File: src/rtl/memory_stage_if.sv
// memory_stage_if: groups the Execute-side inputs, Writeback-side outputs and data-memory port of memory_stage.
// Latency: none; this is a plain signal bundle.
// Backpressure: stall flows back to Execute, while dmem_ready paces the memory access.
interface memory_stage_if;
    // Execute -> memory stage
    logic        valid_mem;
    logic [0:31] insn;
    logic [0:31] alu_result;
    logic [0:31] rt;
    // Memory stage -> Execute / Writeback
    logic        stall;
    logic [0:31] data_out;
    logic        valid_wb;
    logic        addr_err;
    // Data memory port
    logic        dmem_req;
    logic        dmem_we;
    logic [0:31] dmem_addr;
    logic [0:31] dmem_wdata;
    logic [0:3]  dmem_be;
    logic        dmem_ready;
    logic [0:31] dmem_rdata;

    // The stage itself
    modport slave (
        input  valid_mem, insn, alu_result, rt, dmem_ready, dmem_rdata,
        output stall, data_out, valid_wb, addr_err,
               dmem_req, dmem_we, dmem_addr, dmem_wdata, dmem_be
    );

    // The surroundings driving the stage: the Execute stage, Writeback and memory
    modport master (
        output valid_mem, insn, alu_result, rt, dmem_ready, dmem_rdata,
        input  stall, data_out, valid_wb, addr_err,
               dmem_req, dmem_we, dmem_addr, dmem_wdata, dmem_be
    );
endinterface

File: src/rtl/memory_stage.sv
// memory_stage: data-memory pipeline stage; it handles loads and stores and passes other results straight through.
// Latency: a pass-through result appears 1 cycle after acceptance. A load takes 2 cycles plus the dmem wait cycles.
// Backpressure: stall stays high for the whole ACCESS state, and the dmem request is held stable until dmem_ready.
// Build option: defining MEMORY_STAGE_HALFWORD_LOAD_EN adds LH/LHU halfword loads.
module memory_stage (
    input  logic          clock,
    input  logic          reset,
    memory_stage_if.slave bus
);

    localparam logic [0:5] OP_LW  = 6'b100011;
    localparam logic [0:5] OP_LB  = 6'b100000;
    localparam logic [0:5] OP_LBU = 6'b100100;
    localparam logic [0:5] OP_SW  = 6'b101011;
    localparam logic [0:5] OP_SB  = 6'b101000;
    localparam logic [0:5] OP_SH  = 6'b101001;
    localparam logic [0:5] OP_LH  = 6'b100001;
    localparam logic [0:5] OP_LHU = 6'b100101;

    typedef enum logic {
        IDLE   = 1'b0,
        ACCESS = 1'b1
    } state_t;

    state_t      state_q, state_d;
    logic        stall_q, stall_d;
    logic        dmem_req_q, dmem_req_d;
    logic        dmem_we_q, dmem_we_d;
    logic [0:3]  dmem_be_q, dmem_be_d;
    logic [0:31] dmem_addr_q, dmem_addr_d;
    logic [0:31] dmem_wdata_q, dmem_wdata_d;
    logic [0:31] data_out_q, data_out_d;
    logic        valid_wb_q, valid_wb_d;
    logic        addr_err_q, addr_err_d;
    logic [0:5]  op_q, op_d;
    logic [0:1]  lane_q, lane_d;

    // Decode of the incoming instruction
    logic [0:5]  opcode;
    logic [0:1]  lane;
    logic        is_lw, is_lb, is_lbu, is_sw, is_sb, is_sh, is_lh, is_lhu;
    logic        is_load, is_store, is_mem, misaligned;
    logic [0:3]  store_be;
    logic [0:31] store_wdata;
    logic [0:7]  load_byte;
    logic [0:31] load_data;

    // Only the opcode field of insn matters to this stage
    logic unused_insn;
    assign unused_insn = ^bus.insn[6:31];

    // Classify the incoming instruction and check its alignment
    always_comb begin
        opcode = bus.insn[0:5];
        lane   = bus.alu_result[30:31];
        is_lw  = (opcode == OP_LW);
        is_lb  = (opcode == OP_LB);
        is_lbu = (opcode == OP_LBU);
        is_sw  = (opcode == OP_SW);
        is_sb  = (opcode == OP_SB);
        is_sh  = (opcode == OP_SH);
`ifdef MEMORY_STAGE_HALFWORD_LOAD_EN
        is_lh  = (opcode == OP_LH);
        is_lhu = (opcode == OP_LHU);
`else
        // Without halfword loads these opcodes take the ALU pass-through path
        is_lh  = 1'b0;
        is_lhu = 1'b0;
`endif
        is_load    = is_lw | is_lb | is_lbu | is_lh | is_lhu;
        is_store   = is_sw | is_sb | is_sh;
        is_mem     = is_load | is_store;
        misaligned = ((is_lw | is_sw) & (lane != 2'b00))
                   | ((is_sh | is_lh | is_lhu) & lane[1]);
    end

    // Store byte enables and lane-replicated write data. Lanes are big-endian: lane 0 is bits [0:7].
    always_comb begin
        store_be    = 4'b0000;
        store_wdata = 32'h0000_0000;
        if (is_sw) begin
            store_be    = 4'b1111;
            store_wdata = bus.rt;
        end else if (is_sb) begin
            store_wdata = {4{bus.rt[24:31]}};
            case (lane)
                2'b00:   store_be = 4'b1000;
                2'b01:   store_be = 4'b0100;
                2'b10:   store_be = 4'b0010;
                default: store_be = 4'b0001;
            endcase
        end else if (is_sh) begin
            store_wdata = {2{bus.rt[16:31]}};
            store_be    = lane[0] ? 4'b0011 : 4'b1100;
        end
    end

    // Select and extend the returned lane for the latched load opcode
    always_comb begin
        case (lane_q)
            2'b00:   load_byte = bus.dmem_rdata[0:7];
            2'b01:   load_byte = bus.dmem_rdata[8:15];
            2'b10:   load_byte = bus.dmem_rdata[16:23];
            default: load_byte = bus.dmem_rdata[24:31];
        endcase
        load_data = bus.dmem_rdata;
        if (op_q == OP_LB) begin
            load_data = {{24{load_byte[0]}}, load_byte};
        end else if (op_q == OP_LBU) begin
            load_data = {24'h000000, load_byte};
        end
`ifdef MEMORY_STAGE_HALFWORD_LOAD_EN
        else if (op_q == OP_LH) begin
            load_data = lane_q[0] ? {{16{bus.dmem_rdata[16]}}, bus.dmem_rdata[16:31]}
                                  : {{16{bus.dmem_rdata[0]}},  bus.dmem_rdata[0:15]};
        end else if (op_q == OP_LHU) begin
            load_data = lane_q[0] ? {16'h0000, bus.dmem_rdata[16:31]}
                                  : {16'h0000, bus.dmem_rdata[0:15]};
        end
`endif
    end

    // Next-state logic: accept from Execute in IDLE, then wait on dmem_ready in ACCESS
    always_comb begin
        state_d      = state_q;
        dmem_req_d   = dmem_req_q;
        dmem_we_d    = dmem_we_q;
        dmem_be_d    = dmem_be_q;
        dmem_addr_d  = dmem_addr_q;
        dmem_wdata_d = dmem_wdata_q;
        data_out_d   = data_out_q;
        op_d         = op_q;
        lane_d       = lane_q;
        valid_wb_d   = 1'b0;
        addr_err_d   = 1'b0;
        case (state_q)
            IDLE: begin
                // dmem_ready is deliberately not looked at here
                if (bus.valid_mem) begin
                    if (is_mem && misaligned) begin
                        addr_err_d = 1'b1;
                    end else if (is_mem) begin
                        state_d      = ACCESS;
                        op_d         = opcode;
                        lane_d       = lane;
                        dmem_req_d   = 1'b1;
                        dmem_we_d    = is_store;
                        dmem_addr_d  = {bus.alu_result[0:29], 2'b00};
                        // Loads read the whole word and pick the lane on return
                        dmem_be_d    = is_store ? store_be : 4'b1111;
                        dmem_wdata_d = store_wdata;
                    end else begin
                        data_out_d = bus.alu_result;
                        valid_wb_d = 1'b1;
                    end
                end
            end
            ACCESS: begin
                if (bus.dmem_ready) begin
                    state_d    = IDLE;
                    dmem_req_d = 1'b0;
                    dmem_we_d  = 1'b0;
                    dmem_be_d  = 4'b0000;
                    // Stores complete silently; only loads produce a result
                    if (op_q[2] == 1'b0) begin
                        data_out_d = load_data;
                        valid_wb_d = 1'b1;
                    end
                end
            end
            default: state_d = IDLE;
        endcase
        stall_d = (state_d == ACCESS);
    end

    // State and registered outputs. Reset wins over any same-cycle request or dmem_ready.
    always_ff @(posedge clock) begin
        if (reset) begin
            state_q      <= IDLE;
            stall_q      <= 1'b0;
            dmem_req_q   <= 1'b0;
            dmem_we_q    <= 1'b0;
            dmem_be_q    <= 4'b0000;
            dmem_addr_q  <= 32'h0000_0000;
            dmem_wdata_q <= 32'h0000_0000;
            data_out_q   <= 32'h0000_0000;
            valid_wb_q   <= 1'b0;
            addr_err_q   <= 1'b0;
            op_q         <= 6'b000000;
            lane_q       <= 2'b00;
        end else begin
            state_q      <= state_d;
            stall_q      <= stall_d;
            dmem_req_q   <= dmem_req_d;
            dmem_we_q    <= dmem_we_d;
            dmem_be_q    <= dmem_be_d;
            dmem_addr_q  <= dmem_addr_d;
            dmem_wdata_q <= dmem_wdata_d;
            data_out_q   <= data_out_d;
            valid_wb_q   <= valid_wb_d;
            addr_err_q   <= addr_err_d;
            op_q         <= op_d;
            lane_q       <= lane_d;
        end
    end

    assign bus.stall      = stall_q;
    assign bus.data_out   = data_out_q;
    assign bus.valid_wb   = valid_wb_q;
    assign bus.addr_err   = addr_err_q;
    assign bus.dmem_req   = dmem_req_q;
    assign bus.dmem_we    = dmem_we_q;
    assign bus.dmem_be    = dmem_be_q;
    assign bus.dmem_addr  = dmem_addr_q;
    assign bus.dmem_wdata = dmem_wdata_q;

endmodule
File: src/flat_wrapper.sv
// flat-port wrapper written by rule: the top's interface ports become plain ports
module memory_stage_flat 
  (clock, reset, bus_valid_mem, bus_insn, bus_alu_result, bus_rt, bus_dmem_ready, bus_dmem_rdata, bus_stall, bus_data_out, bus_valid_wb, bus_addr_err, bus_dmem_req, bus_dmem_we, bus_dmem_addr, bus_dmem_wdata, bus_dmem_be);
  memory_stage_if bus_i ();
  input  logic clock;
  input  logic reset;
  input wire logic [$bits(bus_i.valid_mem)-1:0] bus_valid_mem;
  input wire logic [$bits(bus_i.insn)-1:0] bus_insn;
  input wire logic [$bits(bus_i.alu_result)-1:0] bus_alu_result;
  input wire logic [$bits(bus_i.rt)-1:0] bus_rt;
  input wire logic [$bits(bus_i.dmem_ready)-1:0] bus_dmem_ready;
  input wire logic [$bits(bus_i.dmem_rdata)-1:0] bus_dmem_rdata;
  output wire logic [$bits(bus_i.stall)-1:0] bus_stall;
  output wire logic [$bits(bus_i.data_out)-1:0] bus_data_out;
  output wire logic [$bits(bus_i.valid_wb)-1:0] bus_valid_wb;
  output wire logic [$bits(bus_i.addr_err)-1:0] bus_addr_err;
  output wire logic [$bits(bus_i.dmem_req)-1:0] bus_dmem_req;
  output wire logic [$bits(bus_i.dmem_we)-1:0] bus_dmem_we;
  output wire logic [$bits(bus_i.dmem_addr)-1:0] bus_dmem_addr;
  output wire logic [$bits(bus_i.dmem_wdata)-1:0] bus_dmem_wdata;
  output wire logic [$bits(bus_i.dmem_be)-1:0] bus_dmem_be;
  assign bus_i.valid_mem = bus_valid_mem;
  assign bus_i.insn = bus_insn;
  assign bus_i.alu_result = bus_alu_result;
  assign bus_i.rt = bus_rt;
  assign bus_i.dmem_ready = bus_dmem_ready;
  assign bus_i.dmem_rdata = bus_dmem_rdata;
  assign bus_stall = bus_i.stall;
  assign bus_data_out = bus_i.data_out;
  assign bus_valid_wb = bus_i.valid_wb;
  assign bus_addr_err = bus_i.addr_err;
  assign bus_dmem_req = bus_i.dmem_req;
  assign bus_dmem_we = bus_i.dmem_we;
  assign bus_dmem_addr = bus_i.dmem_addr;
  assign bus_dmem_wdata = bus_i.dmem_wdata;
  assign bus_dmem_be = bus_i.dmem_be;
  memory_stage u_core (.clock(clock), .reset(reset), .bus(bus_i));
endmodule
File: config.mk
export PLATFORM = sky130hd
export DESIGN_NAME = memory_stage_flat
export DESIGN_NICKNAME = d
export VERILOG_FILES = /design/src/rtl/memory_stage_if.sv /design/src/rtl/memory_stage.sv /design/src/flat_wrapper.sv
export SDC_FILE = /design/constraint.sdc
export NUM_CORES = 1
export LEC_CHECK = 0
export CORE_UTILIZATION = 35
export DETAILED_ROUTE_END_ITERATION = 7
export PLACE_DENSITY_LB_ADDON = 0.2
export SLEW_MARGIN = 20
export SYNTH_ARGS = -nofsm -noshare
export SYNTH_HDL_FRONTEND = slang
export SYNTH_SLANG_ARGS = --single-unit
File: constraint.sdc
create_clock -name clock -period 2.01 [get_ports clock]
set_input_delay 0.3015 -clock clock [delete_from_list [all_inputs] [get_ports clock]]
set_output_delay 0.3015 -clock clock [all_outputs]
set_load 0.005 [all_outputs]
==> impl_metrics.csv <==
group,metric,value,unit
sta,fin_skew,0.00675,ns
floorplanning,initial_core_util,35.9,%
clock_network,clock_latency,0.36,ns
cells_and_area,nFillCells,1257,
cells_and_area,nNetsFinal,936,
sta,setup_violations,0,
cells_and_area,drive_above_1_share,13.2,%
placement,io_buffers,208,
critical_path,max_stage_delay,0.53,ns
clock_network,cts_root_buffer,"clkbuf_16",
min_path,whs_path_depth,3,
logic_synthesis,synth_ff_type,"dfxtp_1",
sta,max_freq,520,MHz
logic_synthesis,ys_ff_latch,111,
floorplanning,die_h,122,µm
floorplanning,num_rows,43,
clock_network,numCtsBuffers,9,
min_path,hold_start,"reset",
placement,dp_hpwl,13100,µm
sta,fin_crit_sh,95.7,%
clock_network,clock_path_buffers,2,
detailed_routing,drtAntennaViolNets,0,
critical_path,crit_family,"buffers and inverters",
logic_synthesis,ys_top_cells_by_area,"dfxtp_1 (44%), nand2_1 (7.9%), nor3_1 (5.5%), a21oi_1 (4.5%), nor2_1 (4.1%)",
cells_and_area,antenna_cells,0,
critical_path,rrSetupSlack,0.12,ns
sta,slew_viol_final,0,
critical_path,critPathKind,"input port to register",
global_routing,antenna_found_initial,0,
logic_synthesis,synth_area,5000,µm²
cells_and_area,syn_to_final_growth,55.8,%
detailed_routing,dr.pass1.iters,5,
critical_path,r2r_cells,5,
clock_network,h-tree-depth,3,
logic_synthesis,yosysTopAreaCellShare,44.4,%
critical_path,critPathRequiredTime,2.25,ns
logic_synthesis,yosysTopAreaCell,"dfxtp_1",
floorplanning,coreArea,13900,µm²
placement,dpl_cell_area,7460,µm²
detailed_routing,post_drt_wl_per_cell,17.4,µm
critical_path,cp_slowest_cell,"clkdlybuf4s50_1",
logic_synthesis,synth_warnings,0,
critical_path,worst-path-buf-inv,2,
floorplanning,io_pins,237,
logic_synthesis,synth_common_cells,"dfxtp_1 (111), nand2_1 (105), nor2_1 (55), nor3_1 (55), a21oi_1 (45)",
critical_path,reg2reg_from,"u_core.lane_q[1]",
floorplanning,dieArea,14800,µm²
sta,whs,0.367,ns
power,pwr-share-clk,34.6,%
logic_synthesis,syn_inst,586,
placement,gp_congestion,0.872,
power,power,0.00493,W
power,p_comb_share,17.9,%
logic_synthesis,yosysMostFrequentCell,"dfxtp_1",
power,cell_internal_pwr,0.00367,W
run,max_cap_viol_count,0,
global_routing,grt_pass1_wl,26500,µm
status,outcome,"completed",
sta,relSlewSlack,45.0,%
sta,rsz0062_at_grt,"true",
power,power.share.switching,25.5,%
clock_network,clk_pin_slew,0.07,ns
cells_and_area,final_area,7790,µm²
global_routing,track_usage,23.3,%
detailed_routing,vias,5240,
clock_network,clock-sinks,111,
logic_synthesis,synthArstFlopShare,0,%
global_routing,overflow,0,
logic_synthesis,synth_area_per_cell,8.53,µm²
power,p_leak,2.88,nW
critical_path,crit_arrival,2.16,ns
clock_network,cts_tree,"done",
global_routing,grt_max_degree,71,
detailed_routing,drcViolationCount,0,
critical_path,critPathLaunch,"bus_insn[28]",
min_path,whs_endpoint,"u_core.op_q[1]",
critical_path,worstPathMaxFanout,24,
sta,setup_tns,0,ns
detailed_routing,drt_iter0_drc,425,
logic_synthesis,synth_edf_count,0,
sta,fin_crit,1.92,ns
critical_path,critPathCaptureType,"register",
power,power.density,632,nW/µm²
critical_path,r2r-end,"u_core.bus.data_out[5]",
power,seqPwrFrac,47.5,%
sta,hold_violations,0,
logic_synthesis,ys_seq_area_share,44.4,%
power,power.switching,0.00126,W
logic_synthesis,yosysUniqueCellTypes,48,
critical_path,crit_chain,"clkdlybuf4s50_1 > and2b_2 > mux2_4 > a21oi_4 > buf_12 > nor3_1 > a2111oi_0",
detailed_routing,via_per_inst,5.30,
power,ir_drop,0.000403,V
global_routing,grt_pass1_vias,5105,
critical_path,setup.worst_path.start_class,"input port",
floorplanning,die_w,122,µm
sta,tightest_slew,0.825,ns
min_path,hold_class,"input port to register",
detailed_routing,wirelength,17200,µm
## repair_timing
item,CTS,global route
cloned,0,0
buffers inserted,0,1
hold buffers,0,0
gates resized for setup,0,14
endpoints found under the setup margin,12,86
pin swaps,0,1
## power by group through the flow
stage	Clock, W	Sequential [W]	Combinational (W)
6_report	0.00171	0.00234	0.000881
4_1_cts	0.00173	0.00234	0.000869
5_1_grt	0.00185	0.00235	0.000946
3_3_place_gp	0	0.00239	0.000850
3_5_place_dp	0	0.00239	0.000864
2_1_floorplan	0	0.00239	0.000328
## cells in the final DEF, fill, tap and decap left out, types with 9 or more instances in the layout
cell type	count
clkdlybuf4s50_1	206
mux2i_1	10
buf_4	44
nor3_1	54
dfxtp_1	111
nand2_1	104
nor2_1	55
a211oi_1	16
a2111oi_2	12
a21oi_1	45
clkbuf_16	9
nand2b_1	13
## cells by family (layout without fill, tap and decap cells)
family,after synthesis,after routing,share of synthesized area (%)
and+or+nand+nor,264,264,24.2
buffers and inverters,52,274,5.68
DFF,111,111,44.4
muxes,19,19,4.03
other,1,2,0.0750
AOI/OAI and AO/OA,139,139,21.6
## area by class of cell
class                   count  area [µm²]  area share [%]
clock buffers              11         243            3.11
well taps                 180         225            2.89
multi-input cells         424        2540            32.6
flip-flops and latches    111        2220            28.5
repair buffers            257        2520            32.4
clock inverters             5        33.8           0.433
inverters                   1        3.75          0.0482
## registers in the layout, indices dropped and copies added, names as in the netlist
register / count
u_core.bus.dmem_be: 4
u_core.bus.dmem_req: 1
u_core.bus.dmem_wdata: 32
u_core.bus.addr_err: 1
u_core.op_q: 6
u_core.bus.dmem_we: 1
u_core.bus.valid_wb: 1
u_core.bus.data_out: 32
u_core.bus.dmem_addr: 30
u_core.lane_q: 2
u_core.state_q: 1
## layer usage
layer / track usage (%) / part of all wire (%) / up-vias
met3: 4.92 / 6.3 / 21
met2: 39.5 / 49 / 188
met4: 7.41 / 1.4 / 0
li1: - / - / 2538
met1: 29.6 / 44 / 2493
met5: 0 / 0 / -
## worst reg2reg max path, cell delays in order, from the launching register on
cell and delay [ns]:
dfxtp_1 0.46, mux2_2 0.37, o22ai_1 0.32, nor4_2 0.15
a21o_1 0.21, a221o_1 0.27
## per-stage QoR
step	worst slack, ns	instances	util (%)
5_1_grt	-0.0412	989	55.9
4_1_cts	-0.0619	988	55.5
3_5_place_dp	-0.411	972	53.5
3_3_place_gp	-0.327	972	53.5
2_1_floorplan	0.188	587	-
6_report	0.0855	989	55.9
## worst max path at each step
| stage | to | slack [ns] | cells past startpoint |
|---|---|---|---|
| 2_1_floorplan | u_core.bus.dmem_wdata[3] | 0.19 | 8 |
| 5_1_grt | u_core.bus.data_out[0] | -0.04 | 7 |
| 4_1_cts | u_core.bus.data_out[5] | -0.06 | 6 |
| 6_report | u_core.bus.data_out[1] | 0.09 | 7 |
| 3_3_place_gp | u_core.bus.data_out[2] | -0.33 | 7 |
| 3_5_place_dp | u_core.bus.data_out[2] | -0.41 | 7 |
No activity file was read; power rests on OpenSTA's default activity.
